### config.mk
export PLATFORM = sky130hd
export DESIGN_NAME = mem_to_axi_bridge
export DESIGN_NICKNAME = d
export VERILOG_FILES = /design/src/rtl/mem_to_axi_bridge.sv
export SDC_FILE = /design/constraint.sdc
export NUM_CORES = 1
export LEC_CHECK = 0
export CORE_ASPECT_RATIO = 1.1
export CORE_MARGIN = 1.5
export CORE_UTILIZATION = 40
export CTS_BUF_LIST = sky130_fd_sc_hd__clkbuf_16
export CTS_CLUSTER_SIZE = 14
export DETAILED_ROUTE_END_ITERATION = 10
export PLACE_DENSITY = 0.95
export SYNTH_ARGS = -nofsm -noshare
export SYNTH_HDL_FRONTEND = slang
export SYNTH_SLANG_ARGS = --single-unit
### constraint.sdc
create_clock -name clk_i -period 3.9 [get_ports clk_i]
set_input_delay 0.78 -clock clk_i [delete_from_list [all_inputs] [get_ports clk_i]]
set_output_delay 0.78 -clock clk_i [all_outputs]
set_load 0.02 [all_outputs]
### src/rtl/mem_to_axi_bridge.sv
// mem_to_axi_bridge: single-outstanding memory req/gnt to AXI-lite master bridge
module mem_to_axi_bridge #(
    parameter int MEM_AW = 32,
    parameter int AXI_AW = 16,
    parameter int DW     = 32
) (
    input  logic              clk_i,
    input  logic              rst_ni,
    input  logic              req_i,
    output logic              gnt_o,
    input  logic              we_i,
    input  logic [MEM_AW-1:0] addr_i,
    input  logic [DW-1:0]     wdata_i,
    input  logic [DW/8-1:0]   be_i,
    output logic              rvalid_o,
    output logic [DW-1:0]     rdata_o,
    output logic              err_o,
    output logic [AXI_AW-1:0] aw_addr_o,
    output logic              aw_valid_o,
    input  logic              aw_ready_i,
    output logic [DW-1:0]     w_data_o,
    output logic [DW/8-1:0]   w_strb_o,
    output logic              w_valid_o,
    input  logic              w_ready_i,
    input  logic [1:0]        b_resp_i,
    input  logic              b_valid_i,
    output logic              b_ready_o,
    output logic [AXI_AW-1:0] ar_addr_o,
    output logic              ar_valid_o,
    input  logic              ar_ready_i,
    input  logic [DW-1:0]     r_data_i,
    input  logic [1:0]        r_resp_i,
    input  logic              r_valid_i,
    output logic              r_ready_o
);
    typedef enum logic [2:0] {IDLE, WR_REQ, WR_RESP, RD_REQ, RD_RESP} state_t;
    state_t            state_q, state_d;
    logic [AXI_AW-1:0] addr_q;
    logic [DW-1:0]     wdata_q, rdata_q;
    logic [DW/8-1:0]   be_q;
    logic              aw_done_q, w_done_q, rvalid_q, err_q;
    logic              aw_hs, w_hs, b_hs, r_hs;
    logic              unused_bits;
    assign unused_bits = ^{addr_i, b_resp_i[0], r_resp_i[0]};
    assign gnt_o      = req_i && (state_q == IDLE);
    assign aw_valid_o = (state_q == WR_REQ) && !aw_done_q;
    assign w_valid_o  = (state_q == WR_REQ) && !w_done_q;
    assign b_ready_o  = state_q == WR_RESP;
    assign ar_valid_o = state_q == RD_REQ;
    assign r_ready_o  = state_q == RD_RESP;
    assign aw_hs      = aw_valid_o && aw_ready_i;
    assign w_hs       = w_valid_o && w_ready_i;
    assign b_hs       = b_ready_o && b_valid_i;
    assign r_hs       = r_ready_o && r_valid_i;
    assign aw_addr_o  = addr_q;
    assign ar_addr_o  = addr_q;
    assign w_data_o   = wdata_q;
    assign w_strb_o   = be_q;
    assign rvalid_o   = rvalid_q;
    assign rdata_o    = rdata_q;
    assign err_o      = err_q;
    // state register
    always_ff @(posedge clk_i or negedge rst_ni) begin
        if (!rst_ni) state_q <= IDLE;
        else         state_q <= state_d;
    end
    // next-state: write waits for both AW and W handshakes in any order
    always_comb begin
        state_d = state_q;
        case (state_q)
            IDLE:    state_d = gnt_o ? (we_i ? WR_REQ : RD_REQ) : IDLE;
            WR_REQ:  state_d = ((aw_done_q || aw_hs) && (w_done_q || w_hs)) ? WR_RESP : WR_REQ;
            WR_RESP: state_d = b_valid_i ? IDLE : WR_RESP;
            RD_REQ:  state_d = ar_ready_i ? RD_RESP : RD_REQ;
            RD_RESP: state_d = r_valid_i ? IDLE : RD_RESP;
            default: state_d = IDLE;
        endcase
    end
    // request capture, per-channel handshake tracking and response capture
    always_ff @(posedge clk_i or negedge rst_ni) begin
        if (!rst_ni) begin
            addr_q    <= '0;
            wdata_q   <= '0;
            be_q      <= '0;
            aw_done_q <= 1'b0;
            w_done_q  <= 1'b0;
            rvalid_q  <= 1'b0;
            rdata_q   <= '0;
            err_q     <= 1'b0;
        end else begin
            rvalid_q <= b_hs || r_hs;
            if (gnt_o) begin
                addr_q    <= addr_i[AXI_AW-1:0];
                wdata_q   <= wdata_i;
                be_q      <= be_i;
                aw_done_q <= 1'b0;
                w_done_q  <= 1'b0;
            end else begin
                if (aw_hs) aw_done_q <= 1'b1;
                if (w_hs)  w_done_q  <= 1'b1;
            end
            if (b_hs) begin
                rdata_q <= '0;
                err_q   <= b_resp_i[1];
            end else if (r_hs) begin
                rdata_q <= r_data_i;
                err_q   <= r_resp_i[1];
            end
        end
    end
endmodule

==> impl_results.rst <==
.. list-table::
   :header-rows: 1

   * - Metric
     - Value
   * - Critical Path Most Common Cell
     - sky130_fd_sc_hd__clkdlybuf4s50_1
   * - Shortest clock period the worst path allows after layout
     - 2.91 ns
   * - Count of unresolved DRC violations after routing
     - 0
   * - Maximum count of clock buffers along a single path
     - 2
   * - Total design power
     - 5.19 mW
   * - Port Buf Inserts
     - 202
   * - Finished Cell Area
     - 5870 sq um
   * - Register-to-register path setup slack
     - 1.73 ns
   * - Die height
     - 103 microns
   * - Gate Count Post-Synth
     - 238
   * - Most common library cells after synthesis
     - sky130_fd_sc_hd__dfrtp_1, sky130_fd_sc_hd__mux2_1, sky130_fd_sc_hd__a22o_1
   * - Length of the first detailed-routing pass in iterations
     - 4
   * - Number of sinks on the clock net
     - 91
   * - Std-Cell Core Area
     - 8870 sq um
   * - H-tree depth
     - 3
   * - Data required, critical path
     - 3.12 ns
   * - Number of max-cap violations
     - 0
   * - Number of endpoints with negative hold slack in the final report
     - 0
   * - Post-synthesis instance area
     - 3660 sq um
   * - Register area
     - 2280 sq um
   * - WL/cell
     - 17.2 microns
   * - Setup Viol. Count Final
     - 0
   * - Worst hold start
     - w_data_o[24]
   * - Clk Tree Root Cell
     - sky130_fd_sc_hd__clkbuf_16
   * - Achievable Freq
     - 0.343 GHz
   * - # IOs
     - 221
   * - FF-to-FF End
     - rdata_o[0]
   * - DR vias
     - 2669
   * - Overflow after GRT
     - 0
   * - Max VDD drop
     - 0.588 mV
   * - CP Data Arrival Time
     - 2.13 ns
   * - Setup repair after global routing missed its margin
     - false
   * - Kind of start point of the critical path
     - input port
   * - Fraction of final layout cells with drive strength greater than 1
     - 5.15%
   * - Synth-to-layout area growth
     - 60.4%
   * - Final Slew Violations
     - 0
   * - Final ANT Viol Nets
     - 0
   * - Power Density
     - 885 nW/um^2
   * - Share of async-settable or async-resettable flops after synthesis
     - 100%
   * - Net total in the final layout
     - 535
   * - Placed standard-cell area
     - 5550 sq um
   * - Initial Util
     - 41.2%
   * - Gpl congestion
     - 0.734
   * - Cell row count
     - 36
   * - All-layer global routing usage
     - 18.9%
   * - DP Cell Count
     - 525
   * - Number of enable-type register cells in the synthesized netlist
     - 0
   * - Hold path endpoint
     - w_data_o[24]
   * - Clock transition at the registers of the reported paths
     - 0.07 ns
   * - Depth of the most critical reg-to-reg path
     - 4
   * - Horizontal extent of the die
     - 94.2 microns
   * - Average footprint of a synthesized cell
     - 15.4 sq um
   * - Syn nets
     - 351
   * - Distinct cells, synth
     - 27
   * - HP Class
     - reg -> reg
   * - Cell with the most instances after synthesis
     - sky130_fd_sc_hd__dfrtp_1
   * - Number of fill cells
     - 634
   * - Least-Margin Pin Slew
     - 1.10 ns
   * - ANT cells
     - 0
   * - Worst r2r src
     - state_q[1]
   * - Post-cts repair resize count
     - 0
   * - Clock skew after layout
     - 0.00616 ns
   * - Worst setup EP type
     - primary output
   * - Wire length of the first global-routing pass
     - 13800 microns
   * - DIE AREA
     - 9730 sq um
   * - Sum of routed wire length over all layers
     - 9330 microns
   * - Skew-Pair Late Insertion Delay
     - 0.33 ns
   * - Non-filler cells in the finished layout
     - 541
   * - Final sum of negative setup slack
     - 0 ns
   * - Hold Path Cell Cnt
     - 1
   * - Post-CTS setup buffers
     - 0
   * - Number of synthesized register bits
     - 91
   * - Post-DR vias/cell
     - 4.93
   * - Footprint of the multi-input gates
     - 1090 sq um
   * - Pin count of the biggest net entering global routing
     - 92
   * - Share of the yosys chip area belonging to registers
     - 62.2%
   * - Result of the run
     - complete, no violations
   * - Worst slew margin relative to its limit
     - 26.4%
   * - Number of buffers added by the clock tree synthesis step
     - 9
   * - Setup CP Type
     - in -> out
   * - Static leakage
     - 2.50 nW
   * - Top area cells in the synthesized netlist
     - sky130_fd_sc_hd__dfrtp_1, sky130_fd_sc_hd__mux2_1, sky130_fd_sc_hd__a22o_1
   * - CTS Hold Bufs
     - 0
   * - Maximum fanout along the worst path
     - 2
   * - DPL Wire Length
     - 6770 microns
   * - Most common flop cell mapped by yosys
     - sky130_fd_sc_hd__dfrtp_1
   * - Cell breakdown of the critical path
     - clkdlybuf4s50_1 -> nor4b_4 -> clkdlybuf4s50_1
   * - Share of the synthesized area in the top cell type
     - 62.2%
   * - Cell with the largest stage delay on the worst path
     - sky130_fd_sc_hd__clkdlybuf4s50_1
   * - Clock tree from TritonCTS
     - built
   * - Leading area contributor after synthesis
     - sky130_fd_sc_hd__dfrtp_1
   * - Initial DRC Count
     - 79
   * - Fin crit share
     - 74.7%
   * - Number of warnings printed during yosys synthesis
     - 0
   * - Highest cell delay on the worst timing path
     - 0.65 ns
   * - Worst hold slack
     - 0.486 ns
   * - Number of global-route vias before repair
     - 2681
   * - Number of antenna violations at the first check in global routing
     - 0
[registers in the layout, indices dropped and copies added, names as in the netlist]
name and cells:
ar_addr_o 16, aw_done_q 1, err_o 1, rdata_o 32
rvalid_o 1, state_q 3, w_data_o 32, w_done_q 1
w_strb_o 4
[layout make-up]
cell class                      instances  area share (%)
Sequential cell                        91            38.8
Tap cell                              114            2.43
Timing Repair Buffer                  204            34.7
Multi-Input combinational cell        113            18.5
Inverter                                3           0.192
Clock inverter                          7            1.58
Clock buffer                            9            3.84
[worst max-delay path: cells and delay by family]
family        cells  cell delay, ns
simple gates      1            0.22
buf+inv           2            1.14
[where the power goes]
part           leakage (nW)  internal [mW]  switching, mW
clock network         0.153          0.560          0.359
logic                  1.21           1.34           1.24
registers              1.14           1.40          0.296
total                  2.50           3.30           1.89
[routing by layer]
layer / share of wire (%) / up-vias / global-route usage [%]
li1: - / 1212 / -
met1: 37 / 1319 / 20.6
met2: 54 / 122 / 34.4
met3: 6.3 / 16 / 4.17
met4: 2.3 / 0 / 10.1
met5: 0 / - / 0
[cell families after synthesis]
| group | Yosys count | share of synthesized area (%) |
|---|---|---|
| AO/OA/AOI/OAI | 42 | 9.81 |
| buffers and inverters | 34 | 8.10 |
| flip-flops | 91 | 62.2 |
| multiplexers | 53 | 16.3 |
| AND/OR/NAND/NOR | 18 | 3.56 |
[placed cells by master, fill, tap and decap left out, types with 2 or more instances in the layout]
master,n
sky130_fd_sc_hd__bufinv_16,2
sky130_fd_sc_hd__a22o_1,32
sky130_fd_sc_hd__a21oi_1,4
sky130_fd_sc_hd__clkbuf_16,9
sky130_fd_sc_hd__mux2_1,53
sky130_fd_sc_hd__dfrtp_1,91
sky130_fd_sc_hd__clkinvlp_4,2
sky130_fd_sc_hd__nor3b_1,2
sky130_fd_sc_hd__nor2_1,4
sky130_fd_sc_hd__a221o_1,2
sky130_fd_sc_hd__clkdlybuf4s50_1,201
sky130_fd_sc_hd__buf_4,3
sky130_fd_sc_hd__inv_1,3
sky130_fd_sc_hd__nor3_1,2
sky130_fd_sc_hd__nand2_1,2
[stage by stage]
stage	setup WS, ns	util [%]
after global routing	0.897	66.1
after floorplan	1.81	-
after detailed placement	0.983	62.6
after global placement	0.996	62.6
after CTS	0.973	66.1
final	0.988	66.1
[how the worst max path moves through the flow]
stage / to / cells past startpoint / from / slack, ns
after floorplan: gnt_o / 3 / req_i / 1.81
after CTS: gnt_o / 3 / req_i / 0.97
after global placement: gnt_o / 3 / req_i / 1.0
final: gnt_o / 3 / req_i / 0.99
after detailed placement: gnt_o / 3 / req_i / 0.98
after global routing: gnt_o / 3 / req_i / 0.90
(Power assumes the default switching activity.)
